File: src/rtl/tl_test_indicator_pkg.sv
// Shared definitions for the multi-channel TileLink-UL test indicator:
// opcode constants, indicator register fields and the response-entry layout.
package tl_test_indicator_pkg;

    // TileLink-UL A-channel opcodes
    localparam logic [2:0] A_PUT_FULL    = 3'd0;
    localparam logic [2:0] A_PUT_PARTIAL = 3'd1;
    localparam logic [2:0] A_GET         = 3'd4;

    // TileLink-UL D-channel opcodes
    localparam logic [2:0] D_ACCESS_ACK      = 3'd0;
    localparam logic [2:0] D_ACCESS_ACK_DATA = 3'd1;

    // Indicator register layout: {code[31:1], done[0]}
    localparam int DONE_BIT = 0;
    localparam int CODE_LSB = 1;

    // Response entries carry size/source at a fixed maximum width so one
    // struct serves every parameterisation (SIZE_W, SRC_W <= 8).
    localparam int RSP_SIZE_W = 8;
    localparam int RSP_SRC_W  = 8;

    typedef struct packed {
        logic [2:0]            opcode;
        logic [RSP_SIZE_W-1:0] size;
        logic [RSP_SRC_W-1:0]  source;
        logic                  denied;
        logic [31:0]           data;
    } rsp_t;

endpackage

File: src/rtl/tl_ind_rsp_fifo.sv
// Synchronous DEPTH-entry FIFO of D-channel response entries. The head entry
// is presented directly so it stays stable until it is popped.
module tl_ind_rsp_fifo
    import tl_test_indicator_pkg::*;
#(
    parameter int DEPTH = 2
) (
    input  logic clk,
    input  logic rst,
    input  logic push,
    input  logic pop,
    input  rsp_t wdata,
    output rsp_t head,
    output logic full,
    output logic empty
);
    localparam int PW = (DEPTH > 1) ? $clog2(DEPTH) : 1;
    localparam int CW = $clog2(DEPTH + 1);

    rsp_t          mem [DEPTH];
    logic [PW-1:0] wr_ptr;
    logic [PW-1:0] rd_ptr;
    logic [CW-1:0] count;

    // Pointer advance with explicit wrap so any DEPTH works
    function automatic logic [PW-1:0] ptr_inc(input logic [PW-1:0] p);
        return (p == PW'(DEPTH - 1)) ? '0 : p + PW'(1);
    endfunction

    // Entry storage: payload only, never reset
    always_ff @(posedge clk) begin
        if (push) mem[wr_ptr] <= wdata;
    end

    // Pointers and occupancy; simultaneous push and pop keep the count
    always_ff @(posedge clk) begin
        if (rst) begin
            wr_ptr <= '0;
            rd_ptr <= '0;
            count  <= '0;
        end else begin
            if (push) wr_ptr <= ptr_inc(wr_ptr);
            if (pop)  rd_ptr <= ptr_inc(rd_ptr);
            case ({push, pop})
                2'b10:   count <= count + CW'(1);
                2'b01:   count <= count - CW'(1);
                default: count <= count;
            endcase
        end
    end

    assign head  = mem[rd_ptr];
    assign full  = (count == CW'(DEPTH));
    assign empty = (count == '0);

endmodule

File: src/rtl/tl_test_indicator_mc.sv
// Multi-channel TileLink-UL test-indicator slave. One 32-bit {code, done}
// register per channel, buffered in-order responses, a sticky A-channel
// protocol checker and a sticky watchdog.
module tl_test_indicator_mc
    import tl_test_indicator_pkg::*;
#(
    parameter int ADDR_W    = 15,
    parameter int SRC_W     = 2,
    parameter int SIZE_W    = 3,
    parameter int CHANNELS  = 4,
    parameter int RSP_DEPTH = 2,
    parameter int TIMEOUT   = 1000000
) (
    input  logic                clock,
    input  logic                reset,
    input  logic                a_valid,
    output logic                a_ready,
    input  logic [2:0]          a_opcode,
    input  logic [2:0]          a_param,
    input  logic [SIZE_W-1:0]   a_size,
    input  logic [SRC_W-1:0]    a_source,
    input  logic [ADDR_W-1:0]   a_address,
    input  logic [3:0]          a_mask,
    input  logic [31:0]         a_data,
    output logic                d_valid,
    input  logic                d_ready,
    output logic [2:0]          d_opcode,
    output logic [SIZE_W-1:0]   d_size,
    output logic [SRC_W-1:0]    d_source,
    output logic                d_denied,
    output logic [31:0]         d_data,
    output logic [CHANNELS-1:0] finished,
    output logic [CHANNELS-1:0] failed,
    output logic                all_done,
    output logic                timeout,
    output logic                proto_err
);
    localparam int IDX_W  = ADDR_W - 2;
    localparam int HOLD_W = 3 + 3 + SIZE_W + SRC_W + ADDR_W + 4 + 32;
    localparam int WD_W   = (TIMEOUT > 1) ? $clog2(TIMEOUT) : 1;

    logic [31:0]       ind_q [CHANNELS];
    logic              fire;
    logic [IDX_W-1:0]  word_idx;
    logic              in_range;
    logic              is_get;
    logic              is_put;
    logic              supported;
    logic              denied;
    logic              aligned;
    logic              wr_en;
    logic [ADDR_W-1:0] align_mask;
    logic [31:0]       rd_data;
    rsp_t              rsp_in;
    rsp_t              rsp_head;
    logic              q_full;
    logic              q_empty;
    logic              q_pop;
    logic              stall_q;
    logic [HOLD_W-1:0] hold_q;
    logic [HOLD_W-1:0] a_bus;
    logic [WD_W-1:0]   wd_cnt;
    logic              timeout_q;
    logic              proto_q;
    logic              unused_rsp;

    // Acceptance depends only on the registered queue occupancy
    assign a_ready = !q_full;
    assign fire    = a_valid & a_ready;

    // The whole local address is decoded: anything past the last channel is denied
    assign word_idx   = a_address[ADDR_W-1:2];
    assign in_range   = (word_idx < IDX_W'(CHANNELS));
    assign is_get     = (a_opcode == A_GET);
    assign is_put     = (a_opcode == A_PUT_FULL) || (a_opcode == A_PUT_PARTIAL);
    assign supported  = is_get | is_put;
    assign denied     = !in_range || (a_size > SIZE_W'(2)) || !supported;
    assign align_mask = ADDR_W'((64'd1 << a_size) - 64'd1);
    assign aligned    = ((a_address & align_mask) == '0);
    assign wr_en      = fire & is_put & !denied;
    assign a_bus      = {a_opcode, a_param, a_size, a_source, a_address, a_mask, a_data};

    // Read mux: register contents before any same-cycle write
    always_comb begin
        rd_data = '0;
        for (int i = 0; i < CHANNELS; i++) begin
            if (word_idx == IDX_W'(i)) rd_data = ind_q[i];
        end
    end

    // Response entry built at the fire cycle
    always_comb begin
        rsp_in        = '0;
        rsp_in.opcode = is_get ? D_ACCESS_ACK_DATA : D_ACCESS_ACK;
        rsp_in.size   = RSP_SIZE_W'(a_size);
        rsp_in.source = RSP_SRC_W'(a_source);
        rsp_in.denied = denied;
        rsp_in.data   = (is_get && !denied) ? rd_data : '0;
    end

    // Indicator registers: byte-lane writes, locked once done is set
    always_ff @(posedge clock) begin
        if (reset) begin
            for (int i = 0; i < CHANNELS; i++) ind_q[i] <= '0;
        end else if (wr_en) begin
            for (int i = 0; i < CHANNELS; i++) begin
                if (word_idx == IDX_W'(i) && !ind_q[i][DONE_BIT]) begin
                    for (int b = 0; b < 4; b++) begin
                        if (a_mask[b]) ind_q[i][8*b +: 8] <= a_data[8*b +: 8];
                    end
                end
            end
        end
    end

    // Snapshot of the A-channel fields for the stall-stability check
    always_ff @(posedge clock) begin
        hold_q <= a_bus;
    end

    // Sticky protocol checker: unstable stalled requests, nonzero param,
    // misaligned address or unsupported opcode on fire
    always_ff @(posedge clock) begin
        if (reset) begin
            stall_q <= 1'b0;
            proto_q <= 1'b0;
        end else begin
            stall_q <= a_valid & !a_ready;
            if ((stall_q && (!a_valid || (a_bus != hold_q))) ||
                (fire && (!supported || (a_param != 3'd0) || !aligned))) begin
                proto_q <= 1'b1;
            end
        end
    end

    // Watchdog: counts while work is outstanding, frozen by all_done
    always_ff @(posedge clock) begin
        if (reset) begin
            wd_cnt    <= '0;
            timeout_q <= 1'b0;
        end else if ((TIMEOUT != 0) && !all_done && !timeout_q) begin
            if (wd_cnt == WD_W'(TIMEOUT - 1)) timeout_q <= 1'b1;
            else                              wd_cnt    <= wd_cnt + WD_W'(1);
        end
    end

    // Per-channel status from the register fields
    always_comb begin
        finished = '0;
        failed   = '0;
        for (int i = 0; i < CHANNELS; i++) begin
            finished[i] = ind_q[i][DONE_BIT];
            failed[i]   = ind_q[i][DONE_BIT] & (|ind_q[i][31:CODE_LSB]);
        end
    end

    assign all_done  = &finished;
    assign timeout   = timeout_q;
    assign proto_err = proto_q;

    tl_ind_rsp_fifo #(
        .DEPTH (RSP_DEPTH)
    ) u_rsp_fifo (
        .clk   (clock),
        .rst   (reset),
        .push  (fire),
        .pop   (q_pop),
        .wdata (rsp_in),
        .head  (rsp_head),
        .full  (q_full),
        .empty (q_empty)
    );

    // D channel: head entry, forced to zero while idle
    assign d_valid    = !q_empty;
    assign q_pop      = d_valid & d_ready;
    assign d_opcode   = d_valid ? rsp_head.opcode : '0;
    assign d_size     = d_valid ? SIZE_W'(rsp_head.size) : '0;
    assign d_source   = d_valid ? SRC_W'(rsp_head.source) : '0;
    assign d_denied   = d_valid & rsp_head.denied;
    assign d_data     = d_valid ? rsp_head.data : '0;
    assign unused_rsp = ^{rsp_head.size, rsp_head.source};

endmodule

File: config.mk
export PLATFORM = sky130hd
export DESIGN_NAME = tl_test_indicator_mc
export DESIGN_NICKNAME = d
export VERILOG_FILES = /design/src/rtl/tl_test_indicator_pkg.sv /design/src/rtl/tl_ind_rsp_fifo.sv /design/src/rtl/tl_test_indicator_mc.sv
export SDC_FILE = /design/constraint.sdc
export NUM_CORES = 1
export LEC_CHECK = 0
export ABC_AREA = 1
export CAP_MARGIN = 30
export CORE_MARGIN = 8
export CORE_UTILIZATION = 60
export CTS_CLUSTER_SIZE = 40
export DETAILED_ROUTE_END_ITERATION = 8
export HOLD_SLACK_MARGIN = 0.08
export PLACE_DENSITY = 0.82
export SETUP_SLACK_MARGIN = 0.2
export SLEW_MARGIN = 25
export SYNTH_ARGS = -nofsm -noshare
export SYNTH_HDL_FRONTEND = slang
export SYNTH_SLANG_ARGS = --single-unit
export TNS_END_PERCENT = 10
File: constraint.sdc
create_clock -name clock -period 5.6 [get_ports clock]
set_clock_uncertainty 0.05 [all_clocks]
set_input_delay 1.12 -clock clock [delete_from_list [all_inputs] [get_ports clock]]
set_output_delay 1.12 -clock clock [all_outputs]
set_load 0.02 [all_outputs]
Yosys cells after proc, flatten, opt, wreduce, memory -nomap -nowiden
Memory sizes are Yosys's and may differ from the RTL's. A register that Yosys moved wholly into a read port is not among the register bits.
Index checks and enable logic that the tools add are counted.
- shifts and indexed selects: 1
- mux-type cells: 103
- $add $sub $neg: 6
- $lt $le $gt $ge: 2
- reductions and logical operators: 41
- bitwise logic cells: 29
- equality and inequality tests: 10
- operators with widths (kind ; number):
    $mux 32 ; 6
    $mux 8 ; 16
    $reduce_or 31->1 ; 4
    $mux 1 ; 77
    $ne 62x62->1 ; 1
    $eq 13x2->1 const B ; 2
    $add 20x1->20 const B ; 1
    $eq 20x20->1 const B ; 1
    $or 1x1->1 ; 17
    $and 15x15->15 ; 1
    $logic_not 15->1 ; 1
    $shl 1x3->15 const A ; 1
    $sub 15x1->15 const B ; 1
    $eq 13x1->1 const B ; 1
    $logic_not 1->1 ; 13
    $logic_not 13->1 ; 1
    $lt 13x3->1 const B ; 1
    $and 1x1->1 ; 10
    $logic_and 1x1->1 ; 8
    $logic_or 1x1->1 ; 7
    $mux 3 ; 2
    $eq 2x2->1 const B ; 2
    $pmux 2 s2 ; 1
    $reduce_and 2->1 ; 2
    14 further kinds ; 15
- word-level logic and storage cells: 202
- bits of input ports: 66
- register bits: 89
- output and inout port bits: 54
- memories kept: 2
- RAM bits: 206
- memories (memory ; words ; bits a word ; read ports ; clocked after Yosys merged registers in ; write ports ; RTL line ; RTL):
    ind_q ; 4 ; 32 ; 4 ; 0 ; 4 ; tl_test_indicator_mc.sv:42 ; logic [31:0] ind_q [CHANNELS];
    u_rsp_fifo.mem ; 2 ; 39 ; 1 ; 1 ; 1 ; tl_ind_rsp_fifo.sv:20 ; rsp_t mem [DEPTH];

Longest topological paths before layout
- word-level depth: 11
- gate-level depth with buffers: 11
- mapped depth without buffers: 11

By module
A second synthesis with hierarchy kept.
- cells, all modules: 1613
- area, all modules: 15149.5 um2
- by module, submodules not included (module ; times used ; seq. area each (um2) ; area each (um2) ; cells each):
    tl_test_indicator_mc ; 1 ; 5545.3 ; 10916.7 ; 1418
    tl_ind_rsp_fifo ; 1 ; 3223.1 ; 4232.8 ; 195

Worst setup path after synthesis
No wires, ideal clock.
- path type: input to register
- from: input a_valid
- to: memory u_rsp_fifo.mem[1][0] (netlist name) (enable)
- arrival: 2904 ps
- setup slack: 2210 ps
- buffers on the path: 0
- cell stages on the path: 2
- data required time: 5113 ps
- setup time: 437 ps
- cell sequence: nand2_1 -> nor2_1
- word-level cells in the longest chain between the ends: 3
- ends and longest elaborated chain (element ; RTL line ; RTL):
    from (decl) ; tl_test_indicator_mc.sv:16 ; input logic a_valid,
    $and 1x1->1 ; tl_test_indicator_mc.sv:69 ; assign fire = a_valid & a_ready;
    $mux 1 ; tl_ind_rsp_fifo.sv:32 ; if (push) mem[wr_ptr] <= wdata;
    $mux 1 (not written as such) ; tl_ind_rsp_fifo.sv:32 ;
    to (decl) ; tl_ind_rsp_fifo.sv:20 ;
No other way between the ends.

==> metrics.yaml <==
floorplanning:
  core_sq_um: 22600
  ios: 120
  start_util: 0.608
  die_area_sq_um: 28000
  die_w_um: 167
  die_h_um: 167
  row_count: 55
finish:
  final_area_sq_um: 16000
  area_growth_pct: 16.6
  antenna_cells: 0
  drive_gt1_frac: 0.0660
  n_fill_cell: 1680
  stdcell_count: 1968
  fin_nets: 1731
cts:
  root_buffer: "clkbuf_16"
  cts_buffer_depth: 3
  cts_max_level: 1
  holdBufCountCts: 0
  numCtsBuffers: 29
  path_clk_slew_ns: 0.06
  cts_tree: "done"
  postCtsSetupBuffers: 0
  cts.sinks: 296
  cts_resized: 0
  clock_latency_ns: 0.54
drt:
  ant_nets: 0
  drt_iter0_markers: 1251
  post_drt_wl_per_cell_um: 17.7
  vias: 11000
  viasPerCell: 5.60
  drtPass1Iterations: 6
  wl_um: 34900
  drc_errors: 0
sta:
  hold_viol: 0
  fin_crit_sh: 0.683
  rsz0062_at_grt: "no"
  fmax_mhz: 261
  report.final.slew_viol_count: 0
  setup_tns_ns: 0
  finalWorstSetupSlack_ns: 1.78
  fin_crit_ns: 3.82
  max_slew.worst_pin.slew_ns: 0.852
  setup_violations: 0
  relSlewSlack: 0.431
synthesis:
  synthArstFlopShare: 0
  synth_seq_area_share: 0.582
  synth.distinct_cells: 40
  synthFlopType: "edfxtp_1"
  synthTopCellsByArea: "edfxtp_1 (45%), dfxtp_1 (13%), nand2_1 (12%)"
  ys_warn_count: 0
  netlist.area_leader.share: 0.451
  avgSynthCellArea_sq_um: 8.82
  yosys-top-cells-count: "nand2_1 (439), nor2_1 (289), edfxtp_1 (206)"
  syn_inst: 1555
  synth_most_common_cell: "nand2_1"
  synth_edf_count: 206
  syn_area_sq_um: 13700
  synth_largest_area_cell: "edfxtp_1"
  ys_ff_latch: 296
placed_design:
  dpl.hpwl_um: 26400
  dp.cells: 1915
  placed_area_sq_um: 15100
  io_buffers: 117
  pre_cts_ws_ns: 1.45
  gp_congestion: 0.952
critical_path:
  path_class: "reg2out"
  cp.required_ns: 4.43
  arrival_ns: 2.65
  cp_max_fo: 40
  end_kind: "output port"
  startpoint_type: "flop"
global_route:
  grtUsageTotal: 0.248
  antenna_found_initial: 0
  grt_overflow: 0
  grt_pass1_wl_um: 55600
  grt_pass1_vias: 10500
  grt_max_degree: 57
power_and_ir_drop:
  p_total_uw: 5060
  peakVddDrop_uv: 252
  leakage_uw: 0.00646
  p_per_area_nw_per_um2: 316
run:
  cap_viol_max_count: 0
hold_path:
  hp-class: "reg2reg"
run_status:
  status: "finished clean"
routing by layer:
layer	GRT usage	routed length, um	vias to the layer above
met5	0	0	-
met4	0.0749	839	0
met2	0.380	15300	588
li1	-	-	5303
met3	0.0510	3740	59
met1	0.352	15000	5065
cell families after synthesis:
| logic type | share of synthesized area |
|---|---|
| AO/OA/AOI/OAI | 0.0542 |
| XOR/XNOR | 0.00830 |
| adder cells (fa/ha/maj) | 0.00182 |
| buffers and inverters | 0.0617 |
| flip-flops | 0.582 |
| other | 0.000273 |
| AND/OR/NAND/NOR | 0.291 |
cell type report:
class | instances | area, sq um | share of cell area
Clock buffer | 33 | 741 | 0.0463
Clock inverter | 18 | 92.6 | 0.00579
Inverter | 155 | 584 | 0.0365
Multi-Input combinational cell | 1051 | 4910 | 0.307
Sequential cell | 296 | 7990 | 0.499
Tap cell | 285 | 357 | 0.0223
Timing Repair Buffer | 130 | 1330 | 0.0829
layout by cell type (no fill, tap or decap), types with 2 or more instances in the layout:
cell	n
nand2_1	439
nor2_1	286
edfxtp_1	206
inv_1	139
clkdlybuf4s50_1	117
a21oi_1	96
dfxtp_1	90
nand3_1	48
nand4_1	40
clkbuf_16	29
o21ai_0	24
nand3_4	17
nor4_1	17
inv_2	15
nor3_1	15
o21ai_1	14
xor2_1	11
buf_4	9
nor2_2	8
clkinv_1	8
nor2_4	6
nor2_8	5
clkinv_2	5
a41oi_1	4
clkbuf_1	4
buf_12	3
nand3_2	2
a21boi_0	2
xnor2_1	2
ha_1	2
conb_1	2
clkinvlp_4	2
critical path, cell delays in order, from the launching register on:
cell and delay [ns]:
dfxtp_1 0.30, buf_4 0.25, inv_2 0.54, nand2_1 0.12
a21oi_1 0.24, clkdlybuf4s50_1 0.65
final timing paths:
kind / from / to / slack [ns] / cells after the start
setup / recovery: flop / d_denied / 1.78 / 5
hold / removal: stall_q$_SDFF_PP0_ / proto_err$_SDFFE_PP0P_ / 0.40 / 2
setup reg to reg: u_rsp_fifo.count[0]$_SDFFE_PP0P_ / ind_q[0][23]$_SDFFCE_PN0P_ / 2.91 / 10
hold reg to reg: stall_q$_SDFF_PP0_ / proto_err$_SDFFE_PP0P_ / 0.40 / 2
power by group:
group          internal (uW)  total [uW]  leakage, uW  switching [uW]
clock                    943        1730     0.000403             786
sequential              2470        2530      0.00281            57.3
combinational            303         806      0.00325             503
total                   3720        5060      0.00646            1350
per-stage QoR:
stage	utilization	hold WS (ns)
final	0.709	0.402
after global placement	0.668	0.383
after detailed placement	0.670	0.397
after floorplan	-	0.374
after CTS	0.707	0.409
after global routing	0.709	0.424
state kept, by name, indices dropped and copies added (netlist names), named ones only:
signal and flops:
stall_q 1, u_rsp_fifo.rd_ptr 1, hold_q 62, timeout 1
u_rsp_fifo.count 2, u_rsp_fifo.mem 78, u_rsp_fifo.wr_ptr 1, wd_cnt 20
ind_q 128, proto_err 1
Power figures use the tool's default switching activity.
